## config.mk

```make
export PLATFORM = sky130hd
export DESIGN_NAME = serial_adder_ctrl
export DESIGN_NICKNAME = d
export VERILOG_FILES = /design/src/rtl/serial_adder_ctrl.sv
export SDC_FILE = /design/constraint.sdc
export NUM_CORES = 1
export LEC_CHECK = 0
export ABC_AREA = 1
export ABC_CLOCK_PERIOD_IN_PS = 2160
export BUFFER_PORTS_ARGS = -buffer_cell sky130_fd_sc_hd__buf_4
export CAP_MARGIN = 20
export CORE_UTILIZATION = 55
export CTS_BUF_LIST = sky130_fd_sc_hd__clkbuf_8 sky130_fd_sc_hd__clkbuf_16
export CTS_CLUSTER_DIAMETER = 50
export CTS_CLUSTER_SIZE = 28
export DETAILED_ROUTE_END_ITERATION = 8
export PLACE_DENSITY = 0.77
export SLEW_MARGIN = 20
export SYNTH_ARGS = -nofsm -noshare
export SYNTH_HDL_FRONTEND = slang
export SYNTH_SLANG_ARGS = --single-unit
```

## constraint.sdc

```tcl
create_clock -name CLK -period 2.16 [get_ports CLK]
set_input_delay 0.216 -clock CLK [delete_from_list [all_inputs] [get_ports CLK]]
set_output_delay 0.216 -clock CLK [all_outputs]
set_load 0.005 [all_outputs]
```

## src/rtl/serial_adder_ctrl.sv

```systemverilog
// Bit-serial adder controller.
// One single-bit full_adder cell computes one bit per clock, LSB first.
// Operand and result shift registers, a carry flop and a bit counter
// sequence WIDTH steps. A start/ready/done handshake frames each add.

module full_adder (
    input  logic A,
    input  logic B,
    input  logic C_in,
    output logic S,
    output logic C_out
);
    assign S     = A ^ B ^ C_in;
    assign C_out = (A & B) | (C_in & (A ^ B));
endmodule

module serial_adder_ctrl #(
    parameter int WIDTH = 8
) (
    input  logic             CLK,
    input  logic             RST,
    input  logic             start,
    input  logic [WIDTH-1:0] A_in,
    input  logic [WIDTH-1:0] B_in,
    input  logic             C_in,
    output logic             ready,
    output logic             busy,
    output logic             done,
    output logic [WIDTH-1:0] S_out,
    output logic             C_out,
    output logic             V_out
);
    localparam int CW = $clog2(WIDTH);
    localparam logic [CW-1:0] LAST_CNT = CW'(WIDTH - 1);

    typedef enum logic [1:0] {
        ST_IDLE = 2'd0,
        ST_ADD  = 2'd1,
        ST_DONE = 2'd2
    } state_t;

    state_t           state_r;
    state_t           state_s;
    logic [WIDTH-1:0] a_sh_r;
    logic [WIDTH-1:0] b_sh_r;
    // Upper WIDTH-1 bits of the sum shift register; bit 0 is never needed
    // because the final result is formed from the cell output directly.
    logic [WIDTH-2:0] s_hi_r;
    logic             carry_r;
    logic [CW-1:0]    count_r;
    logic [WIDTH-1:0] s_out_r;
    logic             c_out_r;
    logic             v_out_r;

    logic             fa_sum_s;
    logic             fa_cout_s;
    logic [WIDTH-1:0] s_next_s;
    logic             msb_step_s;
    logic             ready_s;
    logic             busy_s;
    logic             done_s;

    full_adder u_fa (
        .A     (a_sh_r[0]),
        .B     (b_sh_r[0]),
        .C_in  (carry_r),
        .S     (fa_sum_s),
        .C_out (fa_cout_s)
    );

    // Sum register after this step: new bit enters at the MSB.
    assign s_next_s   = {fa_sum_s, s_hi_r};
    assign msb_step_s = (state_r == ST_ADD) && (count_r == LAST_CNT);

    // State register.
    always_ff @(posedge CLK or negedge RST) begin
        if (!RST) begin
            state_r <= ST_IDLE;
        end else begin
            state_r <= state_s;
        end
    end

    // Next-state logic: IDLE -> ADD on start, ADD for WIDTH steps, DONE for one cycle.
    always_comb begin
        state_s = state_r;
        case (state_r)
            ST_IDLE: begin
                if (start) begin
                    state_s = ST_ADD;
                end else begin
                    state_s = ST_IDLE;
                end
            end
            ST_ADD: begin
                if (count_r == LAST_CNT) begin
                    state_s = ST_DONE;
                end else begin
                    state_s = ST_ADD;
                end
            end
            ST_DONE: state_s = ST_IDLE;
            default: state_s = ST_IDLE;
        endcase
    end

    // Handshake outputs decoded from state only, so start never reaches them combinationally.
    always_comb begin
        ready_s = 1'b0;
        busy_s  = 1'b0;
        done_s  = 1'b0;
        case (state_r)
            ST_IDLE: ready_s = 1'b1;
            ST_ADD:  busy_s  = 1'b1;
            ST_DONE: begin
                busy_s = 1'b1;
                done_s = 1'b1;
            end
            default: begin
                ready_s = 1'b0;
                busy_s  = 1'b0;
                done_s  = 1'b0;
            end
        endcase
    end

    // Datapath: capture operands on accept, shift one bit per ADD step, publish on the MSB step.
    always_ff @(posedge CLK or negedge RST) begin
        if (!RST) begin
            a_sh_r  <= {WIDTH{1'b0}};
            b_sh_r  <= {WIDTH{1'b0}};
            s_hi_r  <= {(WIDTH-1){1'b0}};
            carry_r <= 1'b0;
            count_r <= {CW{1'b0}};
            s_out_r <= {WIDTH{1'b0}};
            c_out_r <= 1'b0;
            v_out_r <= 1'b0;
        end else begin
            case (state_r)
                ST_IDLE: begin
                    if (start) begin
                        a_sh_r  <= A_in;
                        b_sh_r  <= B_in;
                        carry_r <= C_in;
                        count_r <= {CW{1'b0}};
                    end
                end
                ST_ADD: begin
                    a_sh_r  <= {1'b0, a_sh_r[WIDTH-1:1]};
                    b_sh_r  <= {1'b0, b_sh_r[WIDTH-1:1]};
                    s_hi_r  <= s_next_s[WIDTH-1:1];
                    carry_r <= fa_cout_s;
                    count_r <= count_r + CW'(1);
                    if (msb_step_s) begin
                        s_out_r <= s_next_s;
                        c_out_r <= fa_cout_s;
                        // Overflow: carry into the MSB differs from carry out of it.
                        v_out_r <= carry_r ^ fa_cout_s;
                    end
                end
                default: begin
                    // DONE: results already published; nothing moves.
                end
            endcase
        end
    end

    assign ready = ready_s;
    assign busy  = busy_s;
    assign done  = done_s;
    assign S_out = s_out_r;
    assign C_out = c_out_r;
    assign V_out = v_out_r;

endmodule

```

Yosys cells after proc, flatten, opt, wreduce, memory -nomap -nowiden
Cells that the tools add are included.
- register bits: 39
- bits of input ports: 20
- output and inout port bits: 13
- logic and storage cells: 40
- add/subtract/negate cells: 1
- eq/ne operators: 4
- mux-type cells: 14
- bitwise operators: 6
- reductions and logical operators: 6
- operators by type and width (cell ; count):
    8-bit one-hot mux with 2 select lines ; 2
    8-bit two-way mux ; 2
    3-bit one-hot mux with 2 select lines ; 1
    1-bit two-way mux ; 5
    2-bit one-hot mux with 2 select lines ; 1
    2-bit AND reduction ; 2
    3-bit by 1-bit adder with 3-bit output, second input constant ; 1
    3-bit == test, second input constant ; 1
    3-bit two-way mux ; 1
    1-bit XOR ; 3
    1-bit bitwise AND ; 2
    2-bit by 1-bit == test with 1-bit output, second input constant ; 1
    2-bit == test, second input constant ; 1
    2-bit zero test ; 1
    2-bit two-way mux ; 1
    2-bit != test, second input constant ; 1
    1-bit one-hot mux with 2 select lines ; 1
    2-bit nonzero test ; 1
    2-bit OR reduction ; 1
    1-bit logical AND ; 1
    1-bit bitwise OR ; 1

Logic depth before layout (Yosys ltp)
- depth in word-level cells: 4
- depth in mapped cells: 9
- depth with buffers taken out: 7

By module
A second synthesis with hierarchy kept.
- cells, all modules: 224
- area total of the unflattened synthesis: 1843.0 sq um
- by module, submodules not included (module ; instances ; cells an instance ; area each (sq um) ; seq. area each (sq um)):
    serial_adder_ctrl ; 1 ; 223 ; 1823.0 ; 975.9
    full_adder ; 1 ; 1 ; 20.0 ; 0.0

Worst setup path after synthesis
No wires, ideal clock.
- path type: reg-to-reg
- from: register count_r[0]
- to: register c_out_r, in the netlist C_out
- library setup time: 0.121 ns
- data arrival time: 1.093 ns
- required time: 2.039 ns
- slack: 0.946 ns
- stages on the path, launching flop included: 6
- path buffers: 1
- path through: dfrtp_1 ha_1 ha_1 nand2_4 buf_4 o21ai_1
- word-level cells in the longest chain between the ends: 3
- ends and longest elaborated chain (what ; RTL line ; text):
    from (decl) ; 50 ; logic [CW-1:0] count_r;
    from (signal assigned) ; 134 ; count_r <= {CW{1'b0}};
    from (signal assigned) ; 145 ; count_r <= {CW{1'b0}};
    from (signal assigned) ; 153 ; count_r <= count_r + CW'(1);
    3-bit == test ; 73 ; assign msb_step_s = (state_r == ST_ADD) && (count_r == LAST_CNT);
    1-bit logical AND ; 73 ;
    2-bit AND reduction (no line) ; - ;
    to (signal assigned) ; 156 ; c_out_r <= fa_cout_s;
    to (decl) ; 52 ; logic c_out_r;
Every way passes these cells.
A chain may end at the register's enable or synchronous reset.

Worst setup path in the final report
- from: register state_r[1]
- to: register a_sh_r[4]
- word-level cells in the longest chain between the ends: 3
- elaborated cells between the ends (all ways): 6
- ends and longest elaborated chain (what ; RTL line ; text):
    from (decl) ; 42 ; state_t state_r;
    from (signal assigned) ; 80 ; state_r <= state_s;
    2-bit by 1-bit == test with 1-bit output or 2-bit zero test (tied branches) ; 139 ; case (state_r)
    2-bit nonzero test (no line) or 2-bit != test (tied branches) ; - ;
    2-bit AND reduction (no line) ; - ;
    to (signal assigned) ; 130 ; a_sh_r <= {WIDTH{1'b0}};
    to (signal assigned) ; 142 ; a_sh_r <= A_in;
    to (signal assigned) ; 149 ; a_sh_r <= {1'b0, a_sh_r[WIDTH-1:1]};
    to (decl) ; 44 ; logic [WIDTH-1:0] a_sh_r;
Several ways; a longest one is shown, not always the timed one.

==> impl_metrics.sql <==
INSERT INTO impl_metrics (metric_group, metric, value, unit) VALUES
('power_and_ir_drop', 'swShare', '0.402', ''),
('power_and_ir_drop', 'power.switching', '1.33', 'mW'),
('power_and_ir_drop', 'vdd_ir_drop_max', '0.000753', 'V'),
('logic_synthesis', 'synth.area.top_cells', 'sky130_fd_sc_hd__dfrtp_1 53%, sky130_fd_sc_hd__nand2_1 22%, sky130_fd_sc_hd__nand3_1 6.2%', ''),
('min_path', 'min-delay-start', 'B_in[7]', ''),
('clock_tree', 'path_clk_slew', '80', 'ps'),
('critical_path', 'critical_path_class', 'reg2reg', ''),
('clock_tree', 'cts_made_buffers', '5', ''),
('power_and_ir_drop', 'clockPowerShare', '0.191', ''),
('timing', 'worst_pin_slew', '499', 'ps'),
('layout', 'layout-drive-gt1-share', '0.183', ''),
('drt', 'route.antenna.remaining_nets', '0', ''),
('drt', 'wire_length_on_met2', '1760', 'um'),
('timing', 'final_period_minus_worst_setup_slack', '1670', 'ps'),
('layout', 'total_number_of_nets_in_the_final_design', '282', ''),
('drt', 'drt-met1-wl', '1650', 'um'),
('global_routing', 'global_route.usage.total', '0.222', ''),
('floorplan', 'dieArea', '0.00359', 'mm^2'),
('critical_path', 'timing.critical_path.slowest_stage_cell', 'sky130_fd_sc_hd__ha_1', ''),
('layout', 'multiInputGateArea', '721', 'um^2'),
('placed_design', 'finalWeightedCongestion', '0.723', ''),
('layout', 'fillers', '256', ''),
('critical_path', 'worstSetupStartpoint', 'state_r[1]', ''),
('global_routing', 'global_route_wire_length_before_repair', '5780', 'um'),
('floorplan', 'floorplan.core_area', '0.00313', 'mm^2'),
('drt', 'drt-vias-per-instance', '5.07', ''),
('clock_tree', 'tritoncts', 'built', ''),
('power_and_ir_drop', 'power.density', '1500', 'mW/mm^2'),
('global_routing', 'grt.overflow.total', '0', ''),
('floorplan', 'floorplan.initialDensity', '0.589', ''),
('power_and_ir_drop', 'internal_power', '1.99', 'mW'),
('flow_run', 'max_capacitance_violation_total', '0', ''),
('placed_design', 'dp.cells', '292', ''),
('timing', 'number_of_max_slew_violations_in_the_final_report', '0', ''),
('logic_synthesis', 'post_synth_instance_area', '0.00184', 'mm^2'),
('layout', 'synthesis_to_layout_area_growth', '19.8', '%'),
('global_routing', 'grt_antenna_before_repair', '0', ''),
('timing', 'final_setup_violating_endpoints', '0', ''),
('critical_path', 'startpoint_type', 'register', ''),
('drt', 'postRouteWirelength', '3600', 'um'),
('timing', 'slew_headroom', '0.667', ''),
('critical_path', 'rr_startpoint', 'state_r[1]', ''),
('drt', 'highest_layer', 'met4', ''),
('placed_design', 'dpl.hpwl', '2280', 'um'),
('placed_design', 'place.port_buffers', '32', ''),
('critical_path', 'timing.critical_path.cells', 'inv_1, ha_1, nand2_4, nand2_4, nand2_1, nand2_1', ''),
('critical_path', 'timing.critical_path.required', '2380', 'ps'),
('drt', 'wire_per_inst', '12.0', 'um'),
('layout', 'count_of_non_filler_cells_in_the_finished_layout', '301', ''),
('clock_tree', 'clockBufferDepth', '2', ''),
('status', 'run_status', 'finished clean', ''),
('logic_synthesis', 'synthDominantCellAreaShare', '0.530', ''),
('global_routing', 'grt_start_max_net_pins', '40', ''),
('min_path', 'worstHoldPathType', 'in2reg', ''),
('timing', 'clock-skew-final', '8.08', 'ps'),
('logic_synthesis', 'syn_area_per_cell', '8.23', 'um^2'),
('floorplan', 'rows', '20', ''),
('power_and_ir_drop', 'power.combinational.fraction', '0.444', ''),
('floorplan', 'die_y', '59.9', 'um'),
('logic_synthesis', 'synth.yosys.seq_area_share', '0.530', ''),
('clock_tree', 'cts_setup_buffers', '0', ''),
('clock_tree', 'clk_latency', '290', 'ps'),
('drt', 'total_number_of_vias', '1525', ''),
('logic_synthesis', 'netlist-cell-type-count', '14', ''),
('timing', 'rsz0062_at_grt', 'no', ''),
('drt', 'drc_errors', '0', ''),
('critical_path', 'critPathArrivalTime', '1890', 'ps'),
('clock_tree', 'clk_root_buffer_cell', 'sky130_fd_sc_hd__clkbuf_8', ''),
('power_and_ir_drop', 'cellLeakagePower', '1.26', 'nW'),
('logic_synthesis', 'yosysWarnings', '0', ''),
('timing', 'fmax', '598', 'MHz');
## cells in the mapped netlist
| cell | number |
|---|---|
| sky130_fd_sc_hd__nand2_4 | 3 |
| sky130_fd_sc_hd__dfrtp_1 | 39 |
| sky130_fd_sc_hd__nand3_1 | 23 |
| sky130_fd_sc_hd__nand2_1 | 108 |
| sky130_fd_sc_hd__inv_4 | 1 |
| sky130_fd_sc_hd__buf_6 | 2 |
| sky130_fd_sc_hd__inv_1 | 16 |
| sky130_fd_sc_hd__buf_2 | 4 |
| sky130_fd_sc_hd__o21ai_0 | 8 |
| sky130_fd_sc_hd__nor2_1 | 1 |
| sky130_fd_sc_hd__buf_4 | 5 |
| sky130_fd_sc_hd__ha_1 | 5 |
| sky130_fd_sc_hd__o21ai_1 | 8 |
| sky130_fd_sc_hd__fa_1 | 1 |
## worst max-delay path: cells and delay by family, from the launching register on
family / cells / cell delay, ps
adder cells (fa/ha/maj): 1 / 470
flip-flops: 1 / 400
buffers and inverters: 1 / 80
AND/OR/NAND/NOR: 4 / 660
## path summary, 6_finish.rpt
| check | end | slack (ps) | cells after the start |
|---|---|---|---|
| hold reg to reg | V_out | 480 | 2 |
| setup / recovery | a_sh_r[4] | 490 | 6 |
| setup reg to reg | a_sh_r[4] | 490 | 6 |
| max in group asynchronous | s_hi_r[4] | 1390 | 2 |
| min in group asynchronous | s_hi_r[2] | 440 | 2 |
| hold / removal | b_sh_r[7] | 140 | 3 |
## kinds of logic after synthesis
group	after synthesis	share of synthesized area
AOI/OAI and AO/OA	16	0.0435
adders and majority gates	6	0.0448
buffers and inverters	28	0.0794
DFF	39	0.530
and+or+nand+nor	135	0.303
## stage by stage
step	hold slack, ps	power (mW)	cell area (um^2)	setup WS, ps
after global routing	161	3.59	2210	346
after detailed placement	214	2.68	2080	536
after global placement	215	2.63	2080	613
after floorplan	-79.6	2.32	1840	946
after CTS	145	3.34	2210	483
final	145	3.32	2210	489
## sequential cells by signal, summed over array words and instances, names as in the netlist
name     flops
carry_r      1
C_out        1
a_sh_r       8
S_out        8
count_r      3
V_out        1
s_hi_r       7
state_r      2
b_sh_r       8
## per-layer routing
metal,global-route usage,up-vias
met5,0,-
met4,0.0897,0
met3,0.0455,6
met2,0.395,39
met1,0.259,724
li1,-,756
## power by group through the flow
stage | Sequential [mW] | Combinational, mW | Clock (mW)
after CTS | 1.21 | 1.49 | 0.638
after floorplan | 1.20 | 1.12 | 0
after global routing | 1.24 | 1.67 | 0.670
after global placement | 1.22 | 1.41 | 0
final | 1.21 | 1.47 | 0.633
after detailed placement | 1.22 | 1.45 | 0
## cell type report
cell class	count	share of cell area
Clock inverter	2	0.0159
Tap cell	44	0.0249
Sequential cell	39	0.442
Inverter	17	0.0300
Multi-Input combinational cell	157	0.326
Timing Repair Buffer	36	0.124
Clock buffer	6	0.0374
## repair_timing
action                    4_1_cts  5_1_grt
hold buffers                    1        0
gates resized for setup         0        0
hold endpoints to repair       39        0
## cell usage in the layout, fill, tap and decap left out
cell,instances
sky130_fd_sc_hd__nand2_1,108
sky130_fd_sc_hd__dfrtp_1,39
sky130_fd_sc_hd__buf_4,35
sky130_fd_sc_hd__nand3_1,23
sky130_fd_sc_hd__inv_1,16
sky130_fd_sc_hd__o21ai_0,8
sky130_fd_sc_hd__o21ai_1,8
sky130_fd_sc_hd__clkbuf_8,6
sky130_fd_sc_hd__ha_1,5
sky130_fd_sc_hd__nand2_4,3
sky130_fd_sc_hd__inv_4,1
sky130_fd_sc_hd__nor2_1,1
sky130_fd_sc_hd__fa_1,1
sky130_fd_sc_hd__clkinv_2,1
sky130_fd_sc_hd__bufinv_16,1
sky130_fd_sc_hd__dlygate4sd3_1,1
(Power assumes the default switching activity.)
